**config.mk**
```make
export PLATFORM = sky130hd
export DESIGN_NAME = matrix_serial_rx
export DESIGN_NICKNAME = d
export VERILOG_FILES = /design/src/rtl/matrix_pkg.sv /design/src/rtl/matrix_serial_rx_sync.sv /design/src/rtl/matrix_serial_rx.sv
export SDC_FILE = /design/constraint.sdc
export NUM_CORES = 2
export LEC_CHECK = 0
export BUFFER_PORTS_ARGS = -buffer_cell sky130_fd_sc_hd__buf_4
export CORE_ASPECT_RATIO = 0.8
export CORE_MARGIN = 2
export CORE_UTILIZATION = 30
export CTS_CLUSTER_DIAMETER = 150
export CTS_CLUSTER_SIZE = 40
export DETAILED_ROUTE_END_ITERATION = 7
export PLACE_DENSITY = 0.52
export REMOVE_ABC_BUFFERS = 1
export SYNTH_ARGS = -nofsm -noshare
export SYNTH_HDL_FRONTEND = slang
export SYNTH_SLANG_ARGS = --single-unit
```
**constraint.sdc**
```tcl
create_clock -name clk -period 13.7 [get_ports clk]
set_input_delay 0.685 -clock clk [delete_from_list [all_inputs] [get_ports clk]]
set_output_delay 0.685 -clock clk [all_outputs]
set_load 0.005 [all_outputs]
```
**src/rtl/matrix_pkg.sv**
```systemverilog
`default_nettype none
// ============================================================================
// Module   : matrix_pkg
// Desc     : Shared constants and types for the LED-matrix serial link.
//            The matrix transmitter uses the same definitions, so keep it
//            stable.
// Revision : 1.0 - initial release
// ============================================================================
package matrix_pkg;

    localparam int MATRIX_DIM  = 16;
    localparam int LINK_WORD_W = 32;
    localparam int SUBFRAMES   = 4;
    localparam int COL_W       = $clog2(MATRIX_DIM);
    localparam int VISIT_W     = $clog2(SUBFRAMES);

    typedef logic [1:0]             pix_t;
    typedef pix_t [MATRIX_DIM-1:0]  pix_col_t;
    typedef logic [VISIT_W-1:0]     visit_t;

    typedef struct packed {
        logic             valid;
        logic [COL_W-1:0] col;
    } col_dec_t;

    // The cathode field is active-low. Bit p of the field drives column
    // MATRIX_DIM-1-p. The word is usable only when exactly one column is
    // driven.
    function automatic col_dec_t decode_cathode(input logic [MATRIX_DIM-1:0] cath);
        col_dec_t d;
        int       zeros;
        d     = '0;
        zeros = 0;
        for (int p = 0; p < MATRIX_DIM; p++) begin
            if (!cath[p]) begin
                zeros++;
                d.col = COL_W'(MATRIX_DIM - 1 - p);
            end
        end
        d.valid = (zeros == 1);
        return d;
    endfunction

endpackage
`default_nettype wire

```
**src/rtl/matrix_serial_rx_sync.sv**
```systemverilog
`default_nettype none
// ============================================================================
// Module   : sync_edge
// Desc     : Multi-flop synchronizer for one asynchronous input. It also
//            produces single-cycle rise and fall pulses, which are detected
//            on the synchronized copy. SYNC_STAGES must be at least 2.
// Revision : 1.0 - initial release
// ============================================================================
module sync_edge #(
    parameter int SYNC_STAGES = 2
) (
    input  logic clk,
    input  logic rst_n,
    input  logic i_async,
    output logic o_sync,
    output logic o_rise,
    output logic o_fall
);

    logic [SYNC_STAGES-1:0] r_sync;
    logic                   r_prev;

    // Synchronizer chain plus a one-cycle history flop for edge detection
    always_ff @(posedge clk) begin
        if (!rst_n) begin
            r_sync <= '0;
            r_prev <= 1'b0;
        end else begin
            r_sync <= {r_sync[SYNC_STAGES-2:0], i_async};
            r_prev <= r_sync[SYNC_STAGES-1];
        end
    end

    assign o_sync = r_sync[SYNC_STAGES-1];
    assign o_rise = r_sync[SYNC_STAGES-1] & ~r_prev;
    assign o_fall = ~r_sync[SYNC_STAGES-1] & r_prev;

endmodule
`default_nettype wire

```
**src/rtl/matrix_serial_rx.sv**
```systemverilog
`default_nettype none
// ============================================================================
// Module   : matrix_serial_rx
// Desc     : Receives the LED-matrix link, which is a shift-register style
//            link with serial_clk, serial_data, rclk and clear. Each latched
//            word is decoded into a single column. For each column, four
//            column visits are accumulated into 2-bit intensities and then
//            published to a framebuffer. The framebuffer can be read
//            through rd_col and rd_row.
// Config   : MATRIX_RX_ERR_CNT_EN - adds the err_cnt port, which counts
//            discarded words and saturates at 255.
// Revision : 1.0 - initial release
// ============================================================================
module matrix_serial_rx
    import matrix_pkg::*;
#(
    parameter int SYNC_STAGES = 2
) (
    input  logic       clk,
    input  logic       rst_n,
    input  logic       serial_clk,
    input  logic       serial_data,
    input  logic       rclk,
    input  logic       clear,
    input  logic [3:0] rd_col,
    input  logic [3:0] rd_row,
    output logic [1:0] rd_pix,
    output logic       word_valid,
    output logic       frame_done
`ifdef MATRIX_RX_ERR_CNT_EN
    ,
    output logic [7:0] err_cnt
`endif
);

    localparam int c_SCLK = 0;
    localparam int c_DATA = 1;
    localparam int c_RCLK = 2;
    localparam int c_CLR  = 3;

    logic [3:0]             w_async;
    logic [3:0]             w_sync;
    logic [3:0]             w_rise;
    logic [3:0]             w_fall;
    logic                   w_unused_edges;

    logic [LINK_WORD_W-1:0] r_shreg;
    logic [LINK_WORD_W-1:0] r_word;
    logic                   r_word_new;
    logic                   r_rclk_prev;
    logic [LINK_WORD_W-1:0] w_shift_next;

    col_dec_t               w_dec;
    logic [MATRIX_DIM-1:0]  w_anode;
    pix_col_t               w_acc_next;

    pix_col_t               r_acc   [MATRIX_DIM];
    pix_col_t               r_fb    [MATRIX_DIM];
    visit_t                 r_visit [MATRIX_DIM];
    pix_t                   r_rd_pix;
    logic                   r_word_valid;
    logic                   r_frame_done;

    assign w_async = {clear, rclk, serial_data, serial_clk};

    for (genvar g = 0; g < 4; g++) begin : g_sync
        sync_edge #(.SYNC_STAGES(SYNC_STAGES)) u_sync (
            .clk     (clk),
            .rst_n   (rst_n),
            .i_async (w_async[g]),
            .o_sync  (w_sync[g]),
            .o_rise  (w_rise[g]),
            .o_fall  (w_fall[g])
        );
    end

    // Only the serial_clk fall and the levels of data, rclk and clear are
    // used. The remaining edge pulses are tied off here.
    assign w_unused_edges = ^{w_rise, w_fall[c_CLR:c_DATA], w_sync[c_SCLK]};

    // An active-low clear forces the shift register to zero. It also
    // overrides a shift that happens in the same cycle.
    assign w_shift_next = w_sync[c_CLR] ? {r_shreg[LINK_WORD_W-2:0], w_sync[c_DATA]}
                                        : '0;

    // Shift on serial_clk falls. When rclk rises, latch the post-shift
    // contents into the word register.
    always_ff @(posedge clk) begin
        if (!rst_n) begin
            r_shreg     <= '0;
            r_word      <= '0;
            r_word_new  <= 1'b0;
            r_rclk_prev <= 1'b0;
        end else begin
            r_word_new <= 1'b0;
            if (!w_sync[c_CLR] || w_fall[c_SCLK]) begin
                r_shreg <= w_shift_next;
            end
            if (w_fall[c_SCLK]) begin
                r_rclk_prev <= w_sync[c_RCLK];
                if (w_sync[c_RCLK] && !r_rclk_prev) begin
                    r_word     <= w_shift_next;
                    r_word_new <= 1'b1;
                end
            end
        end
    end

    assign w_dec   = decode_cathode(r_word[LINK_WORD_W-1 -: MATRIX_DIM]);
    assign w_anode = r_word[MATRIX_DIM-1:0];

    // Saturating per-row increment of the addressed column. Anode bit
    // MATRIX_DIM-1-j drives row j.
    always_comb begin
        w_acc_next = r_acc[w_dec.col];
        for (int j = 0; j < MATRIX_DIM; j++) begin
            if (w_anode[MATRIX_DIM-1-j] && (w_acc_next[j] != 2'd3)) begin
                w_acc_next[j] = w_acc_next[j] + 2'd1;
            end
        end
    end

    // Accumulate valid words, publish a column on its last visit, and
    // register the framebuffer read port.
    always_ff @(posedge clk) begin
        if (!rst_n) begin
            for (int i = 0; i < MATRIX_DIM; i++) begin
                r_acc[i]   <= '0;
                r_fb[i]    <= '0;
                r_visit[i] <= '0;
            end
            r_rd_pix     <= '0;
            r_word_valid <= 1'b0;
            r_frame_done <= 1'b0;
        end else begin
            r_word_valid <= 1'b0;
            r_frame_done <= 1'b0;
            r_rd_pix     <= r_fb[rd_col][rd_row];
            if (r_word_new && w_dec.valid) begin
                r_word_valid          <= 1'b1;
                r_visit[w_dec.col]    <= r_visit[w_dec.col] + visit_t'(1);
                if (r_visit[w_dec.col] == visit_t'(SUBFRAMES - 1)) begin
                    r_fb[w_dec.col]  <= w_acc_next;
                    r_acc[w_dec.col] <= '0;
                    r_frame_done     <= (w_dec.col == COL_W'(MATRIX_DIM - 1));
                end else begin
                    r_acc[w_dec.col] <= w_acc_next;
                end
            end
        end
    end

`ifdef MATRIX_RX_ERR_CNT_EN
    logic [7:0] r_err_cnt;

    // Count latched words that were rejected by the cathode check
    always_ff @(posedge clk) begin
        if (!rst_n) begin
            r_err_cnt <= '0;
        end else if (r_word_new && !w_dec.valid && (r_err_cnt != 8'hFF)) begin
            r_err_cnt <= r_err_cnt + 8'd1;
        end
    end

    assign err_cnt = r_err_cnt;
`endif

    assign rd_pix     = r_rd_pix;
    assign word_valid = r_word_valid;
    assign frame_done = r_frame_done;

endmodule
`default_nettype wire

```
**Word level (Yosys, flattened, before mapping)**

Memories as Yosys holds them, arrays and structs flattened.
Index checks and enable logic that the tools add are counted.

- Output and inout port bits: 4
- Memories: 3
- Memory bits (writable): 1056
- Word-level logic and storage cells: 171
- Flip-flop bits (word level): 78
- Input port bits: 14

Memories:

| memory | words | bits a word | read ports | clocked after Yosys merged registers in | wr ports | line | source |
|---|---|---|---|---|---|---|---|
| r_acc | 16 | 32 | 1 | 0 | 16 | matrix_serial_rx.sv:57 | `pix_col_t r_acc [MATRIX_DIM];` |
| r_fb | 16 | 32 | 1 | 0 | 16 | matrix_serial_rx.sv:58 | `pix_col_t r_fb [MATRIX_DIM];` |
| r_visit | 16 | 2 | 1 | 0 | 16 | matrix_serial_rx.sv:59 | `visit_t r_visit [MATRIX_DIM];` |

- Add/subtract/negate cells: 32
- Equal/unequal tests: 19
- Order comparisons: 1
- Muxes and demuxes: 74
- Reduce and logical (&&, ||, !) cells: 27
- Bitwise operators: 3

Operators with widths:

| cell | count |
|---|---|
| $mux W32 | 19 |
| $add A32 B2 Y32 const B | 15 |
| $mux W4 | 19 |
| $reduce_or A32 Y1 | 2 |
| $mux W2 | 18 |
| $add A2 B1 Y2 const B | 17 |
| $eq A32 B2 Y1 const B | 1 |
| $ne A2 B2 Y1 const B | 16 |
| $logic_and A1 B1 Y1 | 18 |
| $mux W1 | 17 |
| $bmux W2 S4 | 1 |
| $lt A4 B5 Y1 const B | 1 |
| $eq A4 B4 Y1 const B | 1 |
| $reduce_and A2 Y1 | 2 |
| $reduce_and A3 Y1 | 1 |
| $eq A2 B2 Y1 const B | 1 |
| $logic_not A1 Y1 | 2 |
| $reduce_or A2 Y1 | 1 |
| $and A1 B1 Y1 | 1 |
| $logic_or A1 B1 Y1 | 1 |
| $not A1 Y1 | 1 |
| $or A1 B1 Y1 | 1 |

**Depth between registers and ports, before layout**

- Depth in word-level cells: 39
- Depth in mapped cells: 54
- Depth with buffers taken out: 50

**Hierarchy**

Synthesis repeated with hierarchy kept, for this count alone.

- Cells, all modules: 3962
- Area, all modules: 53729.0 um^2

By module, submodules not included:

| module | cells each | times used | area each (um^2) | sequential area each (um^2) |
|---|---|---|---|---|
| matrix_serial_rx | 3930 | 1 | 53363.7 | 33091.7 |
| sync_edge | 8 | 4 | 91.3 | 60.1 |

**Worst setup path before layout**

OpenSTA, ideal clock, no wires.

- Kind: reg2reg
- Start: reg r_word[16]
- End: mem r_acc[1][0] in the netlist's numbering (enable)
- Data required time: 13.223 ns
- Arrival time: 12.043 ns
- Stages on the path, launching flop included: 54
- Path slack: 1.180 ns
- Buffers on the path: 4
- Period minus slack after synthesis: 12.520 ns
- Library setup time: 0.477 ns
- Cells stage by stage: dfxtp_1 -> inv_1 -> ha_1 -> clkbuf_1 -> xnor2_1 -> ha_1 -> nor2b_1 -> a21o_1 -> ha_1 -> nor2b_1 -> a21o_1 -> ha_1 -> nor2b_1 -> a41oi_1 -> and2_1 -> inv_1 -> ha_1 -> nor2_1 -> (+18 left out) -> a41oi_1 -> ha_1 -> mux2i_1 -> inv_1 -> ha_1 -> nor2_1 -> a21oi_1 -> ha_1 -> nor4_1 -> a21oi_1 -> nor2_1 -> o211a_1 -> o41a_1 -> buf_4 -> buf_2 -> nand2_1 -> buf_2 -> o31ai_1

RTL lines:

| item | line | source |
|---|---|---|
| start: declaration | matrix_serial_rx.sv:48 | `logic [LINK_WORD_W-1:0] r_word;` |
| start signal: assignment | matrix_serial_rx.sv:102 | `r_word <= w_shift_next;` |
| end: declaration | matrix_serial_rx.sv:57 |  |

==> reports/results.tsv <==
stage	metric	value	unit
synthesis	post-synthesis compound-gate area fraction	4.38	%
timing	post-route setup slack	1410	ps
clock_tree	CTS tree	done	
power	pwr/cell area	102	nW/um2
floorplanning	starting density of the core	30.2	%
clock_tree	depth of the CTS H-tree	2	
floorplanning	I/O Pins	18	
global_route	vias in the first global route	35797	
route	first drt pass iteration count	5	
timing	Tcrit/Tclk final	89.7	%
power	leakage	17.5	nW
layout	share of layout cells above drive strength 1	11.6	%
route	via count	37466	
clock_tree	CTS Hold Buffers Added	0	
timing	setup TNS	0	ps
setup_path	crit path kind	register to register	
worst_hold_path	worst hold path class	primary input to register	
setup_path	CP max stage delay	760	ps
synthesis	Seq cells post-synth	1134	
worst_hold_path	cell depth of the worst hold path	2	
setup_path	worst r2r path cells	52	
clock_tree	Clock Sink Count	1134	
setup_path	CP arrival	12680	ps
route	drt via density	5.65	
setup_path	Max FO, Critical Path	35	
synthesis	Distinct cells, synth	75	
timing	Slew @ Worst Pin	1240	ps
clock_tree	Post-CTS Setup Inserts	0	
timing	maximum achievable frequency	81.4	MHz
setup_path	CP Launch Type	register	
layout	area delta synth->final	8.02	%
place	Post-Place Worst Slack	1590	ps
place	dpl hpwl	96100	um
synthesis	synth warn	0	
route	Final ANT Viol Nets	0	
setup_path	most frequent CP cell	ha_1	
setup_path	Critical Path RT	14090	ps
clock_tree	post_cts resized	0	
route	Total Wirelength	171000	um
synthesis	area share of and/or/nand/nor cells after synthesis	19.6	%
place	RePlAce Congestion	0.807	
setup_path	Critical Path Slowest Stage Cell	nand2_2	
synthesis	Mean Syn Cell Area	11.7	um2
power	total power	5.88	mW
synthesis	cells after synthesis	4553	
global_route	pin count of the biggest net entering global routing	196	
flow_run	# Max-Cap Violations	0	
timing	Hold Fails Final Rpt	0	
synthesis	Yosys top cell area share	59.4	%
clock_tree	worst skew pair latency	680	ps
synthesis	Netlist Area Pre-Place	53400	um2
global_route	GRT Util Overall	18.4	%
synthesis	combinational family with the most area after synthesis	simple AND/OR/NAND/NOR gates	
clock_tree	Root Buffer Master	clkbuf_16	
clock_tree	CTS clk-pin slew, worst paths	150	ps
power	worst vdd ir	0.0000816	V
synthesis	mux cell area share after synthesis	7.63	%
timing	unrepaired setup endpoints after global routing	false	
synthesis	Seq/Total Area, Yosys	62.3	%
floorplanning	Die Width	476	um
timing	Setup Skew	39.6	ps
layout	nets	4274	
timing	Slew Limit Headroom	17.5	%
clock_tree	clock buffer depth	3	
layout	most common cell after layout, fill and taps aside	edfxtp_1	
layout	Final Util	32.6	%
route	Starting DRT DRC Count	4908	
route	routed len/inst	25.7	um
timing	fin crit period	12290	ps
global_route	antenna violations before repair	8	
layout	Antenna Cells	0	
place	I/O Buffers	17	
synthesis	asr flop ratio synth	0	%
synthesis	main flop type after synthesis	edfxtp_1	
floorplanning	die area	181000	um2
synthesis	number of flops mapped to enable cells by yosys	1056	
global_route	first-pass GRT wire length	253000	um
synthesis	Synth area leader	edfxtp_1	
timing	Final setup viols	0	
synthesis	XOR/XNOR share of the synthesized area	1.15	%
timing	Hold Slack	213	ps
synthesis	top cells by area, synth	edfxtp_1 59%, mux4_2 7.2%, nor3_1 6.1%, nand2_1 4.9%, nor4_1 3.3%	
global_route	GRT overflow	0	
run_status	run status	finished, final reports clean	
layout	most frequent cells in the layout	1056 x edfxtp_1, 675 x nand2_1, 649 x nor3_1	
synthesis	post-synthesis adder-cell area fraction	0.792	%
floorplanning	Core ar.	177000	um2
timing	Final Max Tran Viols	0	
floorplanning	height of the die	381	um
route	Residual DRC	0	
clock_tree	Num CTS Buffers	34	
setup_path	Worst Setup End Kind	register	
floorplanning	Rows	138	
[metrics by stage]
| step | instances | instance area (um2) |
|---|---|---|
| after floorplan | 4026 | 51300 |
| after detailed placement | 6571 | 56700 |
| after CTS | 6632 | 57700 |
| after global routing | 6632 | 57700 |
| final | 6632 | 57700 |
| after global placement | 6571 | 56700 |
[power breakdown]
part / switching [mW] / leakage, nW / internal (mW)
Clock: 1.08 / 0.479 / 0.501
Combinational: 0.253 / 5.74 / 0.127
Sequential: 0.0341 / 11.3 / 3.89
[Yosys cell counts (24+ instances only)]
library cell and count:
a21boi_0 38, a21oi_1 177, buf_1 26, buf_2 107
clkbuf_1 390, dfxtp_1 78, edfxtp_1 1056, ha_1 33
mux4_2 171, nand2_1 692, nand2b_1 27, nand3_1 244
nand4_1 37, nor2_1 179, nor3_1 650, nor4_1 285
o21ai_0 100, xor2_1 24
[critical path, delay by kind of cell, from the launching register on]
kind	cells	cell delay, ps
compound gates	13	2500
xor+xnor	1	340
fa+ha+maj	14	4270
buf+inv	6	1280
flops	1	380
mux	1	230
simple gates	17	2990
[worst paths after layout]
path	startpoint	end	slack (ps)
max	r_word[16]	r_acc[11][29]	1410
min	serial_data	g_sync[1].u_sync.r_sync[0]	210
min reg2reg	g_sync[1].u_sync.r_sync[0]	g_sync[1].u_sync.r_sync[1]	450
max reg2reg	r_word[16]	r_acc[11][29]	1410
[logic make-up after synthesis]
kind of cell,after synthesis
and+or+nand+nor,2193
DFF,1134
buffers and inverters,549
AOI/OAI and AO/OA,394
muxes,193
xor gates and xnor gates,56
adders and majority gates,34
[final cells by class]
class | count | area [um2]
sequential | 1134 | 33300
tap | 2380 | 2980
inverter | 22 | 82.6
clock inverter | 3 | 40.0
fill | 17788 | 119000
multi-input combinational | 2870 | 19000
clock buffer | 58 | 962
timing repair buffer | 165 | 1380
[flip-flops by register name (all words and copies together), names as in the netlist, 2 cells and up]
signal                flops
r_acc                   512
r_fb                    512
r_visit                  32
r_word                   32
r_shreg                  31
g_sync.u_sync.r_sync      8
rd_pix                    2
[metal layers]
| layer | track usage, % | vias up | wire length (um) |
|---|---|---|---|
| met5 | 0 | - | 0 |
| met4 | 2.34 | 0 | 1780 |
| met3 | 3.32 | 105 | 16100 |
| met2 | 26.9 | 1705 | 73900 |
| met1 | 28.9 | 19302 | 78800 |
| li1 | - | 16354 | - |
(Power assumes the default switching activity.)
